--- config.mk ---
export PLATFORM = sky130hd
export DESIGN_NAME = free_list_ctrl
export DESIGN_NICKNAME = d
export VERILOG_FILES = /design/src/rtl/free_list_ctrl_pkg.sv /design/src/rtl/fl_ptr_add.sv /design/src/rtl/free_list_ctrl.sv
export SDC_FILE = /design/constraint.sdc
export NUM_CORES = 1
export LEC_CHECK = 0
export ABC_AREA = 1
export ABC_CLOCK_PERIOD_IN_PS = 5700
export BUFFER_PORTS_ARGS = -buffer_cell sky130_fd_sc_hd__buf_2
export CORE_MARGIN = 1
export CORE_UTILIZATION = 49
export DETAILED_ROUTE_END_ITERATION = 8
export GPL_ROUTABILITY_DRIVEN = 0
export PLACE_DENSITY = 0.92
export SLEW_MARGIN = 20
export SYNTH_ARGS = -nofsm -noshare
export SYNTH_HDL_FRONTEND = slang
export SYNTH_SLANG_ARGS = --single-unit
--- constraint.sdc ---
create_clock -name clk -period 5.7 [get_ports clk]
set_input_delay 0.57 -clock clk [delete_from_list [all_inputs] [get_ports clk]]
set_output_delay 0.57 -clock clk [all_outputs]
set_load 0.01 [all_outputs]
--- src/rtl/free_list_ctrl_pkg.sv ---
// Shared constants and types for the physical-register free list controller.
// The free list holds every physical register not named by the retirement map.
package free_list_ctrl_pkg;

  localparam int FL_LANES       = 4;
  localparam int SIZE_PHYSICAL  = 64;
  localparam int SIZE_RMT       = 32;
  localparam int FL_DEPTH_DEF   = SIZE_PHYSICAL - SIZE_RMT;
  localparam int FL_INDEX_DEF   = $clog2(FL_DEPTH_DEF);
  localparam int PREG_WIDTH_DEF = $clog2(SIZE_PHYSICAL);

  typedef logic [PREG_WIDTH_DEF-1:0] preg_t;

endpackage

--- src/rtl/fl_ptr_add.sv ---
// Modulo-FL_DEPTH pointer adder for pointer + 0..4; works for any depth,
// not just powers of two.
module fl_ptr_add
  import free_list_ctrl_pkg::*;
#(
  parameter int FL_DEPTH = FL_DEPTH_DEF,
  parameter int FL_INDEX = FL_INDEX_DEF
) (
  input  logic [FL_INDEX-1:0] ptr,
  input  logic [2:0]          inc,
  output logic [FL_INDEX-1:0] sum
);

  localparam int SW = FL_INDEX + 2;

  logic [SW-1:0] raw;

  always_comb begin
    raw = SW'(ptr) + SW'(inc);
    if (raw >= SW'(2 * FL_DEPTH)) begin
      raw = raw - SW'(2 * FL_DEPTH);
    end else if (raw >= SW'(FL_DEPTH)) begin
      raw = raw - SW'(FL_DEPTH);
    end
    sum = raw[FL_INDEX-1:0];
  end

endmodule

--- src/rtl/free_list_ctrl.sv ---
// Head/tail/occupancy controller for the 4R/4W free-list SRAM: hands out up to
// four free tags per cycle, accepts up to four released tags, reclaims on flush.
module free_list_ctrl
  import free_list_ctrl_pkg::*;
#(
  parameter int FL_DEPTH   = FL_DEPTH_DEF,
  parameter int FL_INDEX   = FL_INDEX_DEF,
  parameter int PREG_WIDTH = PREG_WIDTH_DEF
) (
  input  logic                  clk,
  input  logic                  reset,
  input  logic [3:0]            alloc_req_i,
  output logic                  alloc_grant_o,
  output logic [PREG_WIDTH-1:0] alloc_preg0_o,
  output logic [PREG_WIDTH-1:0] alloc_preg1_o,
  output logic [PREG_WIDTH-1:0] alloc_preg2_o,
  output logic [PREG_WIDTH-1:0] alloc_preg3_o,
  input  logic [3:0]            free_valid_i,
  input  logic [PREG_WIDTH-1:0] free_preg0_i,
  input  logic [PREG_WIDTH-1:0] free_preg1_i,
  input  logic [PREG_WIDTH-1:0] free_preg2_i,
  input  logic [PREG_WIDTH-1:0] free_preg3_i,
  input  logic                  recover_i,
  output logic [FL_INDEX-1:0]   fl_raddr0_o,
  output logic [FL_INDEX-1:0]   fl_raddr1_o,
  output logic [FL_INDEX-1:0]   fl_raddr2_o,
  output logic [FL_INDEX-1:0]   fl_raddr3_o,
  input  logic [PREG_WIDTH-1:0] fl_rdata0_i,
  input  logic [PREG_WIDTH-1:0] fl_rdata1_i,
  input  logic [PREG_WIDTH-1:0] fl_rdata2_i,
  input  logic [PREG_WIDTH-1:0] fl_rdata3_i,
  output logic [FL_INDEX-1:0]   fl_waddr0_o,
  output logic [FL_INDEX-1:0]   fl_waddr1_o,
  output logic [FL_INDEX-1:0]   fl_waddr2_o,
  output logic [FL_INDEX-1:0]   fl_waddr3_o,
  output logic                  fl_we0_o,
  output logic                  fl_we1_o,
  output logic                  fl_we2_o,
  output logic                  fl_we3_o,
  output logic [PREG_WIDTH-1:0] fl_wdata0_o,
  output logic [PREG_WIDTH-1:0] fl_wdata1_o,
  output logic [PREG_WIDTH-1:0] fl_wdata2_o,
  output logic [PREG_WIDTH-1:0] fl_wdata3_o,
  output logic [FL_INDEX:0]     free_count_o,
  output logic                  overflow_err_o
);

  localparam int CW = FL_INDEX + 1;
  localparam int SW = FL_INDEX + 2;

  logic [FL_INDEX-1:0]   head, tail, head_next, tail_next;
  logic [CW-1:0]         count;
  logic                  err;
  logic [FL_INDEX-1:0]   raddr [FL_LANES];
  logic [FL_INDEX-1:0]   waddr [FL_LANES];
  logic [PREG_WIDTH-1:0] rdata [FL_LANES];
  logic [PREG_WIDTH-1:0] fpreg [FL_LANES];
  logic [PREG_WIDTH-1:0] wdata [FL_LANES];
  logic [PREG_WIDTH-1:0] apreg [FL_LANES];
  logic [1:0]            a_slot [FL_LANES];
  logic [1:0]            f_slot [FL_LANES];
  logic [2:0]            n_a, n_f, alloc_amt;
  logic [3:0]            we;
  logic                  grant, ovf;
  logic [SW-1:0]         cnt_sum;

  assign rdata[0] = fl_rdata0_i;
  assign rdata[1] = fl_rdata1_i;
  assign rdata[2] = fl_rdata2_i;
  assign rdata[3] = fl_rdata3_i;
  assign fpreg[0] = free_preg0_i;
  assign fpreg[1] = free_preg1_i;
  assign fpreg[2] = free_preg2_i;
  assign fpreg[3] = free_preg3_i;

  // Slot of each lane = number of active lanes below it.
  always_comb begin
    n_a = '0;
    n_f = '0;
    for (int k = 0; k < FL_LANES; k++) begin
      a_slot[k] = n_a[1:0];
      f_slot[k] = n_f[1:0];
      n_a = n_a + 3'(alloc_req_i[k]);
      n_f = n_f + 3'(free_valid_i[k]);
    end
  end

  // Frees are never fed into this check: a freed tag is only allocatable next cycle.
  assign grant     = reset & ~recover_i & (CW'(n_a) <= count);
  assign alloc_amt = grant ? n_a : 3'd0;

  always_comb begin
    for (int k = 0; k < FL_LANES; k++) begin
      apreg[k] = rdata[a_slot[k]];
      wdata[k] = '0;
    end
    for (int k = 0; k < FL_LANES; k++) begin
      if (free_valid_i[k]) wdata[f_slot[k]] = fpreg[k];
    end
    for (int j = 0; j < FL_LANES; j++) begin
      we[j] = reset & (3'(j) < n_f);
    end
  end

  for (genvar k = 0; k < FL_LANES; k++) begin : g_addr
    fl_ptr_add #(.FL_DEPTH(FL_DEPTH), .FL_INDEX(FL_INDEX)) u_radd (
      .ptr(head), .inc(3'(k)), .sum(raddr[k])
    );
    fl_ptr_add #(.FL_DEPTH(FL_DEPTH), .FL_INDEX(FL_INDEX)) u_wadd (
      .ptr(tail), .inc(3'(k)), .sum(waddr[k])
    );
  end

  fl_ptr_add #(.FL_DEPTH(FL_DEPTH), .FL_INDEX(FL_INDEX)) u_head_add (
    .ptr(head), .inc(alloc_amt), .sum(head_next)
  );
  fl_ptr_add #(.FL_DEPTH(FL_DEPTH), .FL_INDEX(FL_INDEX)) u_tail_add (
    .ptr(tail), .inc(n_f), .sum(tail_next)
  );

  assign cnt_sum = SW'(count) - SW'(alloc_amt) + SW'(n_f);
  assign ovf     = cnt_sum > SW'(FL_DEPTH);

  // Tail tracks the commit point, so a flush simply restarts allocation there.
  always_ff @(posedge clk or negedge reset) begin
    if (!reset) begin
      head  <= '0;
      tail  <= '0;
      count <= CW'(FL_DEPTH);
      err   <= 1'b0;
    end else begin
      tail <= tail_next;
      if (ovf) err <= 1'b1;
      if (recover_i) begin
        head  <= tail_next;
        count <= CW'(FL_DEPTH);
      end else begin
        head  <= head_next;
        count <= ovf ? CW'(FL_DEPTH) : cnt_sum[CW-1:0];
      end
    end
  end

  assign alloc_grant_o  = grant;
  assign alloc_preg0_o  = apreg[0];
  assign alloc_preg1_o  = apreg[1];
  assign alloc_preg2_o  = apreg[2];
  assign alloc_preg3_o  = apreg[3];
  assign fl_raddr0_o    = raddr[0];
  assign fl_raddr1_o    = raddr[1];
  assign fl_raddr2_o    = raddr[2];
  assign fl_raddr3_o    = raddr[3];
  assign fl_waddr0_o    = waddr[0];
  assign fl_waddr1_o    = waddr[1];
  assign fl_waddr2_o    = waddr[2];
  assign fl_waddr3_o    = waddr[3];
  assign fl_we0_o       = we[0];
  assign fl_we1_o       = we[1];
  assign fl_we2_o       = we[2];
  assign fl_we3_o       = we[3];
  assign fl_wdata0_o    = wdata[0];
  assign fl_wdata1_o    = wdata[1];
  assign fl_wdata2_o    = wdata[2];
  assign fl_wdata3_o    = wdata[3];
  assign free_count_o   = count;
  assign overflow_err_o = err;

endmodule

-- Yosys cells after proc, flatten, opt, wreduce, memory -nomap -nowiden
Cells that the tools add are included.
- word-level logic and storage cells: 137
- register bits: 17
- input port bits: 59
- reduce and logical (&&, ||, !) cells: 3
- add/sub/neg operators: 36
- bitwise logic cells: 13
- mux-type cells: 46
- magnitude comparators: 35
- operators with widths (kind ; number):
    $mux 5 ; 21
    $sub 5x1->5 const B ; 20
    $mux 24 ; 4
    $bwmux 24 ; 3
    $mux 6 ; 11
    $ge 6x7->1 const B ; 8
    $ge 6x6->1 const B ; 8
    $bmux 6 s2 ; 3
    $demux 6 s2 ; 3
    $add 5x2->6 const B ; 4
    $ge 3x3->1 const B ; 6
    $ge 5x7->1 const B ; 2
    $add 5x1->6 const B ; 2
    $add 5x3->6 ; 2
    $ge 5x6->1 const B ; 2
    $not 2->3 ; 4
    $lt 3x1->1 const B ; 3
    $add 7x3->7 ; 1
    $gt 7x6->1 const B ; 1
    $sub 6x3->7 ; 1
    $add 2x1->3 ; 2
    $add 3x1->3 ; 2
    $and 1x1->1 ; 6
    $le 3x6->1 ; 1
    7 further kinds ; 13

-- Depth between registers and ports, before layout
- word-level depth: 11
- mapped depth: 26
- depth with buffers taken out: 26

-- Hierarchy
A second synthesis with hierarchy kept.
- cells, all modules: 630
- area total of the unflattened synthesis: 3968.8 sq um
- modules (own cells, without submodules) (module ; times used ; cells an instance ; area each (sq um)):
    free_list_ctrl ; 1 ; 340 ; 2279.7
    fl_ptr_add ; 10 ; 29 ; 168.9

-- Worst setup path after synthesis
OpenSTA, ideal clock, no wires.
- path kind: input-to-reg
- from: input port alloc_req_i[0]
- to: register err, in the netlist overflow_err_o
- arrival: 4.618 ns
- buffers on the path: 0
- required time: 5.573 ns
- library setup time: 0.127 ns
- cell stages on the path: 20
- slack: 0.955 ns
- cell sequence: fa_1 -> ha_1 -> inv_1 -> fa_1 -> inv_1 -> ha_1 -> nand3_1 -> nand3_1 -> a21oi_1 -> nor3_1 -> nand2_1 -> fa_1 -> inv_1 -> fa_1 -> inv_1 -> or2_2 -> nor2_1 -> nand3_1 -> nand2_2 -> nand3b_1
- word-level cells in the longest chain between the ends: 9
- RTL lines (what ; line ; source):
    start, declared ; free_list_ctrl.sv:12 ; input logic [3:0] alloc_req_i,
    $add 1x1->2 ; free_list_ctrl.sv:83 ; n_a = n_a + 3'(alloc_req_i[k]);
    $add 2x1->3 ; free_list_ctrl.sv:83 ;
    $add 3x1->3 ; free_list_ctrl.sv:83 ;
    $le 3x6->1 ; free_list_ctrl.sv:89 ; assign grant = reset & ~recover_i & (CW'(n_a) <= count);
    $and 1x1->1 ; free_list_ctrl.sv:89 ;
    named net alloc_grant_o ; free_list_ctrl.sv:13 ; output logic alloc_grant_o,
    $mux 3 ; free_list_ctrl.sv:90 ; assign alloc_amt = grant ? n_a : 3'd0;
    $sub 6x3->7 ; free_list_ctrl.sv:121 ; assign cnt_sum = SW'(count) - SW'(alloc_amt) + SW'(n_f);
    $add 7x3->7 ; free_list_ctrl.sv:121 ;
    $gt 7x6->1 ; free_list_ctrl.sv:122 ; assign ovf = cnt_sum > SW'(FL_DEPTH);
    end signal, assigned ; free_list_ctrl.sv:130 ; err <= 1'b0;
    end signal, assigned ; free_list_ctrl.sv:133 ; if (ovf) err <= 1'b1;
    end, declared ; free_list_ctrl.sv:53 ; logic err;
The timed path passes the listed nets, and every way through them passes these cells.
A chain may end at the register's enable or synchronous reset.

-- Worst setup path after layout
- from: input port alloc_req_i[0]
- to: register count[0], in the netlist free_count_o[0]
- word-level cells in the longest chain between the ends: 11
- RTL lines (what ; line ; source):
    $add 1x1->2 (*) ; free_list_ctrl.sv:83 ;
    $add 2x1->3 (*) ; free_list_ctrl.sv:83 ;
    $add 3x1->3 (*) ; free_list_ctrl.sv:83 ;
    $le 3x6->1 ; free_list_ctrl.sv:89 ;
    $and 1x1->1 ; free_list_ctrl.sv:89 ;
    $mux 3 (*) ; free_list_ctrl.sv:90 ;
    $sub 6x3->7 (*) ; free_list_ctrl.sv:121 ;
    $add 7x3->7 (*) ; free_list_ctrl.sv:121 ;
    $gt 7x6->1 ; free_list_ctrl.sv:122 ;
    $mux 6 (*) ; free_list_ctrl.sv:139 ; count <= ovf ? CW'(FL_DEPTH) : cnt_sum[CW-1:0];
    $mux 6 (*) ; free_list_ctrl.sv:134 ; if (recover_i) begin
    end signal, assigned ; free_list_ctrl.sv:129 ; count <= CW'(FL_DEPTH);
    end signal, assigned ; free_list_ctrl.sv:136 ; count <= CW'(FL_DEPTH);
    end signal, assigned ; free_list_ctrl.sv:139 ;
    end, declared ; free_list_ctrl.sv:52 ; logic [CW-1:0] count;
Mark *: on every way between the ends. The rest lies on a longest branch, timed or not.

==> out/results.ini <==
[power_and_ir_drop]
share_of_total_power_in_the_clock_network_pct=6.1
power_report.internal_total_mw=0.685
peak_supply_drop_mv=0.278
p_total_mw=1.47
static-leakage-power_nw=2.07
power.share.switching_pct=53.3
share_seq_of_total_power_pct=17.4
gate_power_share_pct=76.5
power.switching_mw=0.782
power-per-cell-area_nw_per_um2=404

[floorplanning]
floorplan.core_area_sq_um=5540
die_area_sq_um=6100
fp-row-count=27
io_pins=159
die_h_um=78.1
die_width_um=78.1
initial_core_util_pct=51.2

[sta]
max_slew_margin_pct=69.3
finalClockSkew_ns=0.00454
setup_violations=0
worstMarginPinSlew_ns=0.460
layout_worst_path_cycle_share_pct=87.7
finalCriticalPeriod_ns=5.00
maxSlewViolCount=0
grt_setup_unrepaired=false
fin_setup_tns_ns=0
max_clock_freq_mhz=200
hold_viol=0

[setup_path]
critical_path_end_type=flip-flop
rr_worst_depth=17
crit_path_max_incr_delay_ns=0.56
cp_slowest_cell=sky130_fd_sc_hd__fa_1
critical_path_peak_fanout=14
cp_data_arrival_time_ns=5.18
worstPathCellList=buf_2 > fa_1 > buf_4 > ha_1 > inv_1 > fa_1 > inv_1 > ha_1 > nand3_1 > nand3_1 > a21oi_1 > nor3_1 > nand2_1 > fa_1 > inv_1 > fa_1 > inv_1 > or2_2 > nor2_1 > nand3_1 > nand2_2 > nand2_1 > nor2_1
criticalPathCategory=primary input to flip-flop
rr_startpoint=free_count_o[1]$_DFF_PN0_
critical_path_depth=23
launching_element_of_the_worst_setup_path=alloc_req_i[0]
timing.critical_path.from_type=primary input
crit_buf_inv=6
crit_required_ns=5.89
cpLargestDelayFamily=adder cells

[synthesis]
synthTopCellsByArea=sky130_fd_sc_hd__ha_1, sky130_fd_sc_hd__dfrtp_1, sky130_fd_sc_hd__o21ai_0
yosysWarningCount=0
mappedNetlistArea_sq_um=2840
ys.flop_type=sky130_fd_sc_hd__dfrtp_1
synth-seq-cells=17
synth_area_per_cell_sq_um=6.77
async_set_or_reset_flop_fraction_in_the_synthesized_netlist_pct=100
count_of_mapped_cells_out_of_synthesis=419
synth_nets=520
synthDistinctLibCells=30
synth_seq_area_share_pct=15.0
synth.top_cell.area_share_pct=14.6
cell_type_contributing_the_most_total_cell_area_after_synthesis=sky130_fd_sc_hd__ha_1
synth_edf_count=0

[final_layout]
post_route_cells_drive_above_1_share_pct=32.7
postLayoutCellArea_sq_um=3630
final-instance-count-excl-fill=629
layout.core_utilization_pct=65.6
commonest_cells_after_routing_fill_and_taps_aside=sky130_fd_sc_hd__buf_2, sky130_fd_sc_hd__inv_1, sky130_fd_sc_hd__o21ai_0, sky130_fd_sc_hd__nand2_1, sky130_fd_sc_hd__nor2_1
areaGrowthSynthToFinish_pct=28.1
antennaDiodeCount=0
ff_latch_area_sq_um=427
mostFrequentLayoutCell=sky130_fd_sc_hd__buf_2
num-fill-cells=460
multi_input_area_sq_um=2030
final_nets=659

[detailed_routing]
detail_route.iter0.violations=155
total_drc_errors_in_the_routed_layout=0
firstDrtPassIters=5
avgRoutedWirePerCell_um=12.9
routed_wl_um=8120
route.vias.total=3468
drt.antenna.violating_nets=0
route.detailed.vias_per_inst=5.51

[clock_network]
clock_tree_from_tritoncts=yes
hold_fix_buffers_at_cts=0
cts-buffers-inserted=3
clkTransAtPathRegs_ns=0.07
number_of_h_tree_levels=1
max-clock-path-buffers=2
postCtsResizedCells=0
clock_sink_count=17
cts_setup_buffers=0
cts.root.buffer_cell=sky130_fd_sc_hd__clkbuf_8
clock_insertion_delay_at_the_later_pin_of_the_skew_report_ns=0.25

[global_route]
grt_pass1_wl_um=13300
global_route.overflow_total=0
first_global_vias=3083
maximum_number_of_pins_on_one_net_before_global_route_repair=21
antenna_found_initial=0
grt_usage_pct=26.1

[job]
maxCapViolations=0

[placed_design]
numPlacedInstances=625
hpwlAfterDp_um=6680
place_area_sq_um=3590
port_buffers=158

[status]
outcome=completed

[worst_hold_path]
worstHoldPathType=primary input to asynchronous set/reset pin

==> power groups by stage <==
stage	Combinational (mW)	Sequential [mW]	Clock (mW)
2_1_floorplan	0.732	0.261	0
3_3_place_gp	1.07	0.254	0
3_5_place_dp	1.12	0.258	0
4_1_cts	1.12	0.255	0.0908
5_1_grt	1.26	0.264	0.0964
6_report	1.12	0.255	0.0895
==> cell usage after synthesis (12+ instances only) <==
master,count
sky130_fd_sc_hd__dfrtp_1,16
sky130_fd_sc_hd__ha_1,33
sky130_fd_sc_hd__inv_1,64
sky130_fd_sc_hd__nand2_1,49
sky130_fd_sc_hd__nand3_1,31
sky130_fd_sc_hd__nand4_1,21
sky130_fd_sc_hd__nor2_1,43
sky130_fd_sc_hd__o21ai_0,50
sky130_fd_sc_hd__o22ai_1,12
sky130_fd_sc_hd__xor2_1,15
==> sequential cells by signal (all words and copies together), names as in the netlist <==
signal	count
free_count_o	6
overflow_err_o	1
head	5
tail	5
==> area by class of cell <==
type                            count  share of cell area [%]
Clock buffer                        3                    1.14
Timing Repair Buffer              159                    22.0
Tap cell                           72                    2.48
Inverter                           65                    6.71
Sequential cell                    17                    11.7
Multi-Input combinational cell    312                    55.8
Clock inverter                      1                   0.138
==> cell families (layout without fill, tap and decap cells) <==
group           after synthesis  in the layout  synth area share [%]
simple gates                159            159                  25.9
fa+ha+maj                    42             42                  20.9
mux                           6              6                  2.38
buf+inv                      90            228                  13.4
flops                        17             17                  15.0
compound gates               86             86                  16.5
xor+xnor                     19             19                  5.86
==> routing by layer <==
metal	GRT usage, %	part of all wire [%]	up-vias
met2	47.1	50	157
met4	7.04	2.3	0
met5	0	0	-
li1	-	-	1675
met3	4.19	6.4	24
met1	32.0	41	1612
==> path summary, 6_finish.rpt <==
path                                               to  slack, ns
hold reg to reg            overflow_err_o$_DFFE_PN0P_       0.48
max in group asynchronous   free_count_o[5]$_DFF_PN1_       5.12
setup / recovery            free_count_o[0]$_DFF_PN0_       0.70
min in group clk           overflow_err_o$_DFFE_PN0P_       0.48
hold / removal                      tail[3]$_DFF_PN0_       0.24
setup reg to reg            free_count_o[0]$_DFF_PN0_       2.18
==> worst register-to-register path, stage by stage, from the launching register on <==
cell and delay, ns:
sky130_fd_sc_hd__dfrtp_1 0.40, sky130_fd_sc_hd__inv_1 0.07, sky130_fd_sc_hd__ha_1 0.30, sky130_fd_sc_hd__nand3_1 0.08, sky130_fd_sc_hd__nand3_1 0.09, sky130_fd_sc_hd__a21oi_1 0.05
sky130_fd_sc_hd__nor3_1 0.32, sky130_fd_sc_hd__nand2_1 0.20, sky130_fd_sc_hd__fa_1 0.56, sky130_fd_sc_hd__inv_1 0.07, sky130_fd_sc_hd__fa_1 0.54, sky130_fd_sc_hd__inv_1 0.05
sky130_fd_sc_hd__or2_2 0.27, sky130_fd_sc_hd__nor2_1 0.11, sky130_fd_sc_hd__nand3_1 0.10, sky130_fd_sc_hd__nand2_2 0.11, sky130_fd_sc_hd__nand2_1 0.07, sky130_fd_sc_hd__nor2_1 0.08
==> per-stage QoR <==
step | worst slack (ns) | hold slack [ns]
after floorplan | 0.955 | 0.274
after global placement | 0.744 | 0.474
after detailed placement | 0.481 | 0.461
after CTS | 0.728 | 0.250
after global routing | 0.304 | 0.274
final | 0.701 | 0.242
No activity file was read; power rests on OpenSTA's default activity.
